### config.mk
export PLATFORM = sky130hd
export DESIGN_NAME = unsigned_16by8_seq_div_flat
export DESIGN_NICKNAME = d
export VERILOG_FILES = /design/src/rtl/unsigned_16by8_seq_div_pkg.sv /design/src/rtl/unsigned_16by8_seq_div_if.sv /design/src/rtl/unsigned_16by8_seq_div_step_restoring.sv /design/src/rtl/unsigned_16by8_seq_div.sv /design/src/flat_wrapper.sv
export SDC_FILE = /design/constraint.sdc
export NUM_CORES = 1
export LEC_CHECK = 0
export BUFFER_PORTS_ARGS = -buffer_cell sky130_fd_sc_hd__buf_4
export CAP_MARGIN = 20
export CORE_AREA = 5 5 87 89
export CTS_CLUSTER_DIAMETER = 40
export DETAILED_ROUTE_END_ITERATION = 10
export DIE_AREA = 0 0 92 94
export GPL_ROUTABILITY_DRIVEN = 0
export GPL_TIMING_DRIVEN = 0
export PLACE_DENSITY = 0.94
export RECOVER_POWER = 50
export SYNTH_ARGS = -nofsm -noshare
export SYNTH_HDL_FRONTEND = slang
export SYNTH_HIERARCHICAL = 1
export SYNTH_SLANG_ARGS = --single-unit
### constraint.sdc
create_clock -name clk -period 4 [get_ports clk]
set_input_delay 0.2 -clock clk [delete_from_list [all_inputs] [get_ports clk]]
set_output_delay 0.2 -clock clk [all_outputs]
set_load 0.05 [all_outputs]
### src/rtl/unsigned_16by8_seq_div_pkg.sv
// Shared constants and types for the sequential 16/8 unsigned divider.
// Widths match the 8x8 multiplier family: 8-bit operands, 16-bit products.
package unsigned_16by8_seq_div_pkg;

    localparam int X_W = 8;
    localparam int Z_W = 16;

    // All-ones quotient reported when the divisor is zero.
    localparam logic [Z_W-1:0] DIV_ZERO_Q = 16'hFFFF;

    typedef enum logic [1:0] {
        IDLE = 2'd0,
        BUSY = 2'd1,
        DONE = 2'd2
    } state_t;

endpackage

### src/rtl/unsigned_16by8_seq_div_if.sv
// Valid/ready operand and result streams of the sequential divider.
interface unsigned_16by8_seq_div_if;

    logic                                       in_valid;
    logic                                       in_ready;
    logic [unsigned_16by8_seq_div_pkg::Z_W-1:0] z;
    logic [unsigned_16by8_seq_div_pkg::X_W-1:0] y;
    logic                                       out_valid;
    logic                                       out_ready;
    logic [unsigned_16by8_seq_div_pkg::Z_W-1:0] q;
    logic [unsigned_16by8_seq_div_pkg::X_W-1:0] r;
    logic                                       div_by_zero;

    modport master (
        output in_valid, z, y, out_ready,
        input  in_ready, out_valid, q, r, div_by_zero
    );

    modport slave (
        input  in_valid, z, y, out_ready,
        output in_ready, out_valid, q, r, div_by_zero
    );

endinterface

### src/rtl/unsigned_16by8_seq_div_step_restoring.sv
// One combinational restoring-division iteration: shift in a dividend bit,
// trial-subtract the divisor, keep the difference when it does not underflow.
module unsigned_16by8_seq_div_step_restoring
    import unsigned_16by8_seq_div_pkg::*;
(
    input  logic [X_W-1:0] p,
    input  logic           d_bit,
    input  logic [X_W-1:0] y,
    output logic [X_W-1:0] p_next,
    output logic           q_bit
);

    // The trial value needs the ninth bit; the kept remainder is always < y.
    logic [X_W:0] t;

    assign t      = {p, d_bit};
    assign q_bit  = (t >= {1'b0, y});
    assign p_next = q_bit ? (t[X_W-1:0] - y) : t[X_W-1:0];

endmodule

### src/rtl/unsigned_16by8_seq_div.sv
// Sequential restoring divider q = ((z >> TRUNC) / y) << TRUNC, r = (z >> TRUNC) % y.
// TRUNC (legal 0..8) drops dividend LSBs and their iterations for lower latency.
module unsigned_16by8_seq_div
    import unsigned_16by8_seq_div_pkg::*;
#(
    parameter int TRUNC = 0
) (
    input logic                    clk,
    input logic                    rst_n,
    unsigned_16by8_seq_div_if.slave bus
);

    localparam int             ITER     = Z_W - TRUNC;
    localparam logic [4:0]     CNT_INIT = 5'(ITER - 1);

    state_t          state;
    state_t          state_next;
    logic            in_ready_c;

    logic [ITER-1:0] d;
    logic [ITER-1:0] quo;
    logic [X_W-1:0]  p;
    logic [X_W-1:0]  y_q;
    logic [4:0]      cnt;
    logic            zero_div;

    logic            out_valid_q;
    logic [Z_W-1:0]  q_q;
    logic [X_W-1:0]  r_q;
    logic            dz_q;

    logic [X_W-1:0]  p_step;
    logic            q_bit;
    logic [Z_W-1:0]  q_exact;
    logic            accept;
    logic            drain;
    logic            load_result;

    unsigned_16by8_seq_div_step_restoring u_step (
        .p      (p),
        .d_bit  (d[ITER-1]),
        .y      (y_q),
        .p_next (p_step),
        .q_bit  (q_bit)
    );

    assign accept      = (state == IDLE) && bus.in_valid;
    assign drain       = out_valid_q && bus.out_ready;
    // Results are registered on the first DONE cycle, so out_valid trails DONE by one edge.
    assign load_result = (state == DONE) && !out_valid_q;
    assign q_exact     = Z_W'(quo) << TRUNC;

    // NOTE: sequential state uses non-blocking assignments so every register samples pre-edge values.
    always_ff @(posedge clk or negedge rst_n) begin
        if (!rst_n) begin
            state <= IDLE;
        end else begin
            state <= state_next;
        end
    end

    // NOTE: every output of this block gets a default first, so no path can infer a latch.
    always_comb begin
        state_next = state;
        in_ready_c = 1'b0;
        case (state)
            IDLE: begin
                in_ready_c = 1'b1;
                if (bus.in_valid) begin
                    state_next = (bus.y == '0) ? DONE : BUSY;
                end
            end
            BUSY: begin
                if (cnt == '0) begin
                    state_next = DONE;
                end
            end
            DONE: begin
                if (drain) begin
                    state_next = IDLE;
                end
            end
            default: state_next = IDLE;
        endcase
    end

    // NOTE: the datapath is small and fully reset, so an abort leaves no stale operands behind.
    always_ff @(posedge clk or negedge rst_n) begin
        if (!rst_n) begin
            d           <= '0;
            quo         <= '0;
            p           <= '0;
            y_q         <= '0;
            cnt         <= '0;
            zero_div    <= 1'b0;
            out_valid_q <= 1'b0;
            q_q         <= '0;
            r_q         <= '0;
            dz_q        <= 1'b0;
        end else begin
            if (accept) begin
                d        <= bus.z[Z_W-1:TRUNC];
                quo      <= '0;
                // A zero divisor reports the low dividend byte as its remainder.
                p        <= (bus.y == '0) ? bus.z[X_W-1:0] : '0;
                y_q      <= bus.y;
                cnt      <= CNT_INIT;
                zero_div <= (bus.y == '0);
            end else if (state == BUSY) begin
                d   <= d << 1;
                p   <= p_step;
                quo <= {quo[ITER-2:0], q_bit};
                cnt <= cnt - 5'd1;
            end

            if (load_result) begin
                out_valid_q <= 1'b1;
                q_q         <= zero_div ? DIV_ZERO_Q : q_exact;
                r_q         <= p;
                dz_q        <= zero_div;
            end else if (drain) begin
                out_valid_q <= 1'b0;
            end
        end
    end

    assign bus.in_ready    = in_ready_c;
    assign bus.out_valid   = out_valid_q;
    assign bus.q           = q_q;
    assign bus.r           = r_q;
    assign bus.div_by_zero = dz_q;

endmodule

### src/flat_wrapper.sv
// flat-port wrapper written by rule: the top's interface ports become plain ports
module unsigned_16by8_seq_div_flat import unsigned_16by8_seq_div_pkg::*;
#(
    parameter int TRUNC = 0
)
  (clk, rst_n, bus_in_valid, bus_z, bus_y, bus_out_ready, bus_in_ready, bus_out_valid, bus_q, bus_r, bus_div_by_zero);
  unsigned_16by8_seq_div_if bus_i ();
  input logic clk;
  input logic rst_n;
  input wire logic [$bits(bus_i.in_valid)-1:0] bus_in_valid;
  input wire logic [$bits(bus_i.z)-1:0] bus_z;
  input wire logic [$bits(bus_i.y)-1:0] bus_y;
  input wire logic [$bits(bus_i.out_ready)-1:0] bus_out_ready;
  output wire logic [$bits(bus_i.in_ready)-1:0] bus_in_ready;
  output wire logic [$bits(bus_i.out_valid)-1:0] bus_out_valid;
  output wire logic [$bits(bus_i.q)-1:0] bus_q;
  output wire logic [$bits(bus_i.r)-1:0] bus_r;
  output wire logic [$bits(bus_i.div_by_zero)-1:0] bus_div_by_zero;
  assign bus_i.in_valid = bus_in_valid;
  assign bus_i.z = bus_z;
  assign bus_i.y = bus_y;
  assign bus_i.out_ready = bus_out_ready;
  assign bus_in_ready = bus_i.in_ready;
  assign bus_out_valid = bus_i.out_valid;
  assign bus_q = bus_i.q;
  assign bus_r = bus_i.r;
  assign bus_div_by_zero = bus_i.div_by_zero;
  unsigned_16by8_seq_div #(.TRUNC(TRUNC)) u_core (.clk(clk), .rst_n(rst_n), .bus(bus_i));
endmodule
-- After elaboration in Yosys (flattened, before gate mapping)
Index checks and enable logic that the tools add are counted.
W data, S select, Z words.
- output and inout bits: 27
- logic and storage cells: 48
- bits in registers: 82
- mux-type cells: 19
- eq/ne operators: 5
- order comparisons: 1
- reductions and logical operators: 10
- add/sub/neg operators: 2
- operators by type and width (kind ; count):
    $mux W16 ; 5
    $mux W8 ; 4
    $mux W5 ; 2
    $ge A9 B8 Y1 ; 1
    $logic_not A8 Y1 ; 1
    $mux W2 ; 4
    $sub A8 B8 Y8 ; 1
    $pmux W2 S3 ; 1
    $logic_not A5 Y1 ; 1
    $sub A5 B1 Y5 const B ; 1
    $ne A2 B1 Y1 const B ; 2
    $reduce_bool A2 Y1 ; 2
    $logic_and A1 B1 Y1 ; 3
    $mux W1 ; 3
    $reduce_and A3 Y1 ; 1
    $eq A2 B1 Y1 const B ; 1
    $eq A2 B2 Y1 const B ; 1
    $logic_not A2 Y1 ; 1
    $ne A2 B2 Y1 const B ; 1
    $logic_not A1 Y1 ; 1

-- Depth between registers and ports, before layout
Gate-level depths: netlist of the first run.
- depth in word-level cells: 4
- gate-level depth with buffers: 10
- mapped depth without buffers: 10

-- Modules after synthesis
Netlist of the first run, hierarchy kept.
- modules (own cells, without submodules) (module ; instances ; sequential area each (um^2) ; cells an instance ; area each (um^2)):
    unsigned_16by8_seq_div ; 1 ; 2052.0 ; 339 ; 3400.8
    unsigned_16by8_seq_div_step_restoring ; 1 ; 0.0 ; 69 ; 520.5

-- Least setup slack after synthesis of the first run
OpenSTA, ideal clock, no wires.
- kind: reg2reg
- from: register u_core.y_q[0]
- to: register u_core.p[6]
- arrival time: 2.101 ns
- data required time: 3.870 ns
- stages on the path, launching flop included: 10
- period minus slack after synthesis: 2.231 ns
- buffers on the path: 0
- path slack: 1.769 ns
- cell sequence: dfrtp_1 > ha_1 > fa_1 > nor2b_1 > o31a_1 > nor4_1 > a311o_1 > mux2_2 > a22oi_1 > o21ai_0
- cells in the longest elaborated chain, start to end: 4
- ends and longest elaborated chain (item ; line ; source):
    start, declared ; unsigned_16by8_seq_div.sv:23 ; logic [X_W-1:0] y_q;
    start signal, assigned ; unsigned_16by8_seq_div.sv:106 ; y_q <= bus.y;
    $sub A8 B8 Y8 or $ge A9 B8 Y1 (tied branches) ; unsigned_16by8_seq_div_step_restoring.sv:18, unsigned_16by8_seq_div_step_restoring.sv:17 ;
    $mux W8 * ; unsigned_16by8_seq_div_step_restoring.sv:18 ; assign p_next = q_bit ? (t[X_W-1:0] - y) : t[X_W-1:0];
    via u_core.p_step[6] ; unsigned_16by8_seq_div.sv:32 ; logic [X_W-1:0] p_step;
    $mux W8 * ; unsigned_16by8_seq_div.sv:109 ; end else if (state == BUSY) begin
    $mux W8 * ; unsigned_16by8_seq_div.sv:101 ; if (accept) begin
    end signal, assigned ; unsigned_16by8_seq_div.sv:105 ; p <= (bus.y == '0) ? bus.z[X_W-1:0] : '0;
    end signal, assigned ; unsigned_16by8_seq_div.sv:111 ; p <= p_step;
    end, declared ; unsigned_16by8_seq_div.sv:22 ; logic [X_W-1:0] p;
Mark *: on every way through the listed nets, which the timed path passes. The rest lies on a longest branch. The select of a mux whose other input is x is not followed.
A chain may end at the register's enable or synchronous reset.

-- Worst setup path in the final report of the first run
- from: register u_core.d[15]
- to: register u_core.p[6]
- cells in the longest elaborated chain, start to end: 4
- ends and longest elaborated chain (item ; line ; source):
    start, declared ; unsigned_16by8_seq_div.sv:20 ; logic [ITER-1:0] d;
    start signal, assigned ; unsigned_16by8_seq_div.sv:102 ; d <= bus.z[Z_W-1:TRUNC];
    start signal, assigned ; unsigned_16by8_seq_div.sv:110 ; d <= d << 1;
    $sub A8 B8 Y8 or $ge A9 B8 Y1 (tied branches) ; unsigned_16by8_seq_div_step_restoring.sv:18, unsigned_16by8_seq_div_step_restoring.sv:17 ;
    $mux W8 * ; unsigned_16by8_seq_div_step_restoring.sv:18 ;
    via u_core.p_step[6] ; unsigned_16by8_seq_div.sv:32 ;
    $mux W8 * ; unsigned_16by8_seq_div.sv:109 ;
    $mux W8 * ; unsigned_16by8_seq_div.sv:101 ;
Marked as above.

==> impl_metrics.csv, run 1 <==
group,metric,value,unit
outcome,outcome,"complete, but fails checks",
outcome,violations,"capacitance limit, slew limit",
die,die-height,94,um
hold_path,hp-class,"primary input to register",
timing,max_freq,401,MHz
synthesis,synth_edf_count,0,
synthesis,ys_ff_latch,82,
synthesis,ys.flop_type,"dfrtp_1",
global_route,grtUsageMet1,27.3,%
timing,final-hold-violation-count,0,
synthesis,syn_inst,408,
routing,route.vias.total,3270,
timing,setup_ws,1.51,ns
global_route,antenna_found_initial,0,
synthesis,synth_top_area_share,52.3,%
synthesis,synth-simple-area-share,18.0,%
setup_path,arrival,2.71,ns
cts,clkTransAtPathRegs,0.09,ns
global_route,grt_use_met2,36.4,%
cts,cts_resized,0,
timing,finalCritPeriodShare,62.3,%
synthesis,synth_compound_area_share,14.0,%
layout,seqCellArea,2050,sq um
timing,tightest_slew,1.84,ns
timing,post-route-min-period,2.49,ns
setup_path,endpoint_kind,"register",
setup_path,slowest_delay,0.41,ns
routing,wl_per_cell,16.2,um
power,ir_drop,448,uV
timing,setup_viol,0,
synthesis,yosys.area.top_type,"dfrtp_1",
synthesis,synth_area_per_cell,9.61,sq um
layout,multi_input_area,1670,sq um
setup_path,cp_cell_sequence,"inv_1 -> ha_1 -> fa_1 -> nor2b_1 -> o31a_1 -> nor4_1 -> a311o_1 -> mux2_2 -> a22oi_1 -> o21ai_0",
routing,dr.pass1.iters,5,
timing,maxSlewHeadroom,-22.3,%
die,placementRows,30,
global_route,grt_pass1_vias,3277,
synthesis,synth_top_family_by_area,"simple AND/OR/NAND/NOR gates",
placed_design,place_ws,1.56,ns
synthesis,muxShareOfSynthArea,6.57,%
timing,whs,0.0463,ns
placed_design,portBuffers,54,
global_route,overflow,0,
setup_path,start_kind,"register",
cts,ctsHoldBuffers,0,
layout,layout-drive-gt1-share,19.6,%
synthesis,syn_area,3920,sq um
cts,ctsRootBufferMaster,"clkbuf_8",
synthesis,yosysSeqAreaShare,52.3,%
cts,clk_path_buf_depth,2,
layout,fin_cells,560,
synthesis,yosys-top-cells-count,"83 x nand2_1, 82 x dfrtp_1, 36 x nor2_1",
die,dieWidth,92,um
layout,nets,513,
timing,fin_tns_setup,0,ns
cts,post_cts_buffers,0,
routing,viasPerCell,5.84,
setup_path,crit_required,4.22,ns
setup_path,cp_max_fo,3,
layout,n_antenna_cell,0,
routing,drt_iter0_markers,328,
global_route,grtUsageMet3,4.25,%
global_route,grtUsageTotal,22.0,%
job,maxCapViolations,1,
synthesis,syn_nets,446,
placed_design,dp_cells,542,
synthesis,ys_top_cells_by_area,"dfrtp_1 52%, nand2_1 7.9%, mux2_2 4.0%",
global_route,grt_busiest_layer,"met2",
layout,area_growth,17.0,%
setup_path,critPathBufInv,1,
cts,htreeDepth,3,
die,core,6680,sq um
synthesis,yosys_warnings,6,
cts,cts_tree,"built",
setup_path,cp_slowest_cell,"fa_1",
routing,drcViolationCount,0,
power,p_leak,2.28,nW
synthesis,async_flop_share,100,%
routing,postRouteAntennaNets,0,
layout,post-route-util,68.7,%
power,p_per_area,916,nW/um^2
timing,skew,0.00929,ns
global_route,grt_pass1_wl,15200,um
cts,worstSkewPairLatency,0.35,ns
routing,routed_wl,9080,um
placed_design,dp_hpwl,6520,um
die,start_util,58.7,%
timing,finalMaxSlewViolations,77,
global_route,grt_max_degree,83,
setup_path,cp_top_family,"compound AO/OA/AOI/OAI gates",
synthesis,yosys.area_share.adder,3.38,%
synthesis,yosys.cell_types.count,45,
cts,clock-sinks,82,
synthesis,synthXorXnorAreaFrac,0.670,%
timing,rsz0062_at_grt,"no",
layout,nFillCells,489,
die,design.die.area,8650,sq um
setup_path,crit_type,"register to register",
synthesis,post-synth-top-count-cell,"nand2_1",
die,ioPinCount,55,
cts,cts_made_buffers,9,
final timing paths:
kind,end,startpoint,cells after the start,slack (ns)
setup / recovery,u_core/p[6],u_core/d[15],10,1.51
hold / removal,u_core/y_q[4],bus_y[4],3,0.05
setup reg to reg,u_core/p[6],u_core/d[15],10,1.51
hold reg to reg,u_core/y_q[6],u_core/y_q[6],2,0.49
max in group asynchronous,u_core/bus.r[4],rst_n,3,1.65
min in group asynchronous,u_core/d[1],rst_n,2,0.26
routing by layer:
| layer | share of wire, % | routed length, um | up-vias |
|---|---|---|---|
| li1 | - | - | 1538 |
| met1 | 42 | 3820 | 1591 |
| met2 | 49 | 4490 | 111 |
| met3 | 5.7 | 518 | 30 |
| met4 | 2.7 | 247 | 0 |
| met5 | 0 | 0 | - |
power by group:
| group | total (mW) | internal, mW | switching (mW) |
|---|---|---|---|
| Sequential | 1.42 | 1.17 | 0.248 |
| Combinational | 2.17 | 0.848 | 1.33 |
| Clock | 0.614 | 0.298 | 0.316 |
| Total | 4.21 | 2.32 | 1.89 |
flip-flops by register name, indices dropped and copies added, names as in the netlist:
register                flops
u_core/bus.out_valid        1
u_core/cnt                  5
u_core/p                    8
u_core/zero_div             1
u_core/bus.div_by_zero      1
u_core/state                2
u_core/bus.r                8
u_core/q_exact             16
u_core/d                   16
u_core/y_q                  8
u_core/bus.q               16
through the flow:
stage / cell area, sq um / power (mW)
2_1_floorplan: 3920 / 3.04
3_3_place_gp: 4430 / 3.48
3_5_place_dp: 4430 / 3.61
4_1_cts: 4630 / 4.24
5_1_grt: 4590 / 4.50
6_report: 4590 / 4.21
layout by cell type (no fill, tap or decap), drive strengths merged, types with 2 or more instances in the layout:
cell type	n
inv	22
a22oi	16
a31oi	2
a21o	4
a21oi	22
nand3	22
nor3	3
buf	58
clkbuf	31
clkinv	2
nor3b	3
mux2i	10
nand2	83
mux2	14
nor2	36
ha	9
nor2b	4
o21ai	30
dfrtp	82
xnor2	2
nor4	4
cell families (layout without fill, tap and decap cells):
group                      count (synthesis)  after routing
adders and majority gates                 10             10
buffers and inverters                     43            115
DFF                                       82             82
xor gates and xnor gates                   3              3
AOI/OAI and AO/OA                         85             85
and+or+nand+nor                          161            161
muxes                                     24             24
worst reg2reg max path, stage by stage (launching register included):
cell and delay (ns):
dfrtp_1 0.37, inv_1 0.07, ha_1 0.22, fa_1 0.41, nor2b_1 0.17, o31a_1 0.19, nor4_1 0.06, a311o_1 0.35
mux2_2 0.27, a22oi_1 0.16, o21ai_0 0.10
final cells by class:
class	instances	share of cell area [%]
flip-flops and latches	82	44.7
multi-input cells	283	36.4
repair buffers	56	8.02
clock buffers	10	2.78
plain buffers	24	2.75
well taps	80	2.18
clock inverters	6	1.58
inverters	19	1.55
(Power assumes the default switching activity.)
==> inputs of run 2 (changes only) <==
- CORE_AREA: 5 5 87 89 -> 5 5 93 95
- DIE_AREA: 0 0 92 94 -> 0 0 98 100
- PLACE_DENSITY: 0.94 -> 0.87
- clock period: 4 -> 2.03 ns (I/O delays scaled with it)
==> impl_metrics.csv, run 2 (synthesized netlist as in run 1, its figures left out) <==
group,metric,value,unit
setup_path,start_kind,"register",
placed_design,place_ws,-0.354,ns
die,core,7650,sq um
global_route,grt_pass1_wl,17100,um
routing,dr.pass1.iters,6,
cts,htreeDepth,3,
power,swShare,45.4,%
power,p_leak,2.46,nW
timing,tightest_slew,0.928,ns
setup_path,cp_cell_sequence,"inv_1 -> ha_4 -> a21o_1 -> a21oi_2 -> o21ai_2 -> a41oi_4 -> buf_12 -> mux2_4 -> a22oi_2 -> o21ai_1",
global_route,grtUsageTotal,21.8,%
setup_path,crit_required,2.27,ns
setup_path,slowest_delay,0.40,ns
layout,n_antenna_cell,0,
layout,post-route-util,65.6,%
power,power_switching,4.32,mW
layout,layout_common_cells,"82 x nand2_1, 80 x dfrtp_1, 62 x buf_4, 36 x nor2_1",
cts,ctsRootBufferMaster,"clkbuf_8",
die,start_util,51.3,%
cts,clock-sinks,82,
cts,clk_path_buf_depth,2,
hold_path,hp-class,"primary input to register",
routing,drt_iter0_markers,367,
placed_design,portBuffers,54,
cts,worstSkewPairLatency,0.38,ns
power,pwr-share-comb,57.8,%
die,die-height,100,um
timing,skew,0.0158,ns
routing,drcViolationCount,0,
global_route,overflow,0,
die,placementRows,32,
global_route,grt_pass1_vias,3470,
layout,nets,543,
setup_path,cp_slowest_cell,"dfrtp_1",
timing,setup_viol,8,
timing,post-route-min-period,2.43,ns
routing,routed_wl,10800,um
setup_path,crit_type,"register to register",
timing,final-hold-violation-count,0,
power,clkPwrFrac,12.4,%
cts,cts_tree,"built",
routing,viasPerCell,5.79,
routing,wl_per_cell,17.6,um
timing,setup_ws,-0.404,ns
timing,fin_tns_setup,-2.21,ns
die,ioPinCount,55,
placed_design,dp_hpwl,6640,um
setup_path,cp_max_fo,8,
die,design.die.area,9800,sq um
power,ir_drop,731,uV
setup_path,arrival,2.67,ns
power,p_int,5.19,mW
layout,area_growth,27.9,%
power,p_per_area,1900,nW/um^2
timing,finalMaxSlewViolations,0,
die,dieWidth,98,um
routing,route.vias.total,3543,
layout,mostFrequentLayoutCell,"nand2_1",
outcome,outcome,"complete, but fails checks",
timing,max_freq,411,MHz
timing,finalCritPeriodShare,120,%
cts,clkTransAtPathRegs,0.10,ns
job,maxCapViolations,0,
global_route,antenna_found_initial,0,
setup_path,endpoint_kind,"register",
timing,rsz0062_at_grt,"yes",
layout,layout-drive-gt1-share,25.7,%
cts,cts_made_buffers,9,
power,power_frac_seq,29.8,%
global_route,grt_max_degree,83,
outcome,violations,"setup timing",
routing,postRouteAntennaNets,0,
timing,maxSlewHeadroom,38.2,%
==> run 2: final timing paths <==
check                               from            end  slack [ns]  depth (start not counted)
min reg2reg                 u_core/d[12]   u_core/d[12]        0.50                          2
max reg2reg                u_core/y_q[3]    u_core/p[3]       -0.40                         10
max                        u_core/y_q[3]    u_core/p[3]       -0.40                         10
min in group asynchronous          rst_n  u_core/y_q[2]        0.25                          2
max in group asynchronous          rst_n    u_core/p[5]        0.28                          3
min                             bus_z[9]    u_core/d[9]        0.02                          3
==> run 2: repair_timing <==
action	in CTS	in global routing
hold endpoints to repair	100	0
pin swaps	6	7
endpoints found under the setup margin	8	8
hold buffers	16	0
buffers inserted	7	8
resized for setup	12	8
==> run 2: critical path, delay by kind of cell (launching register included) <==
| family | cells | cell delay (ns) |
|---|---|---|
| adder cells (fa/ha/maj) | 1 | 0.23 |
| flip-flops | 1 | 0.40 |
| AO/OA/AOI/OAI | 6 | 1.09 |
| buffers and inverters | 2 | 0.26 |
| multiplexers | 1 | 0.31 |
==> run 2: layout make-up <==
type | count | area, sq um
sequential | 82 | 2050
tap | 102 | 128
timing repair buffer | 86 | 668
multi-input combinational | 283 | 1770
clock buffer | 9 | 124
clock inverter | 7 | 67.6
inverter | 19 | 71.3
buffer | 24 | 133
fill | 561 | 2630
==> run 2: power by group through the flow <==
stage | sequential, mW | combinational, mW | clock [mW]
6_report | 2.83 | 5.50 | 1.18
2_1_floorplan | 3.31 | 2.86 | 0
3_3_place_gp | 2.76 | 4.30 | 0
5_1_grt | 2.91 | 5.88 | 1.27
4_1_cts | 2.78 | 4.97 | 1.17
3_5_place_dp | 2.81 | 4.49 | 0
==> run 2: through the flow <==
| step | instances | instance area, sq um | total power [mW] | hold WS (ns) |
|---|---|---|---|---|
| final | 612 | 5010 | 9.51 | 0.0224 |
| after global routing | 612 | 5010 | 10.1 | 0.0387 |
| after CTS | 603 | 4950 | 8.92 | 0.0186 |
| after detailed placement | 564 | 4480 | 7.30 | 0.307 |
| after global placement | 564 | 4480 | 7.07 | 0.307 |
| after floorplan | 408 | 3950 | 6.17 | -0.194 |
==> run 2: per-layer routing <==
layer	track usage [%]	wire [um]	vias to the layer above	part of all wire, %
met4	12.8	527	0	4.9
met2	34.8	5290	178	49
met1	26.7	4160	1725	39
met3	6.05	782	49	7.3
met5	0	0	-	0
li1	-	-	1591	-
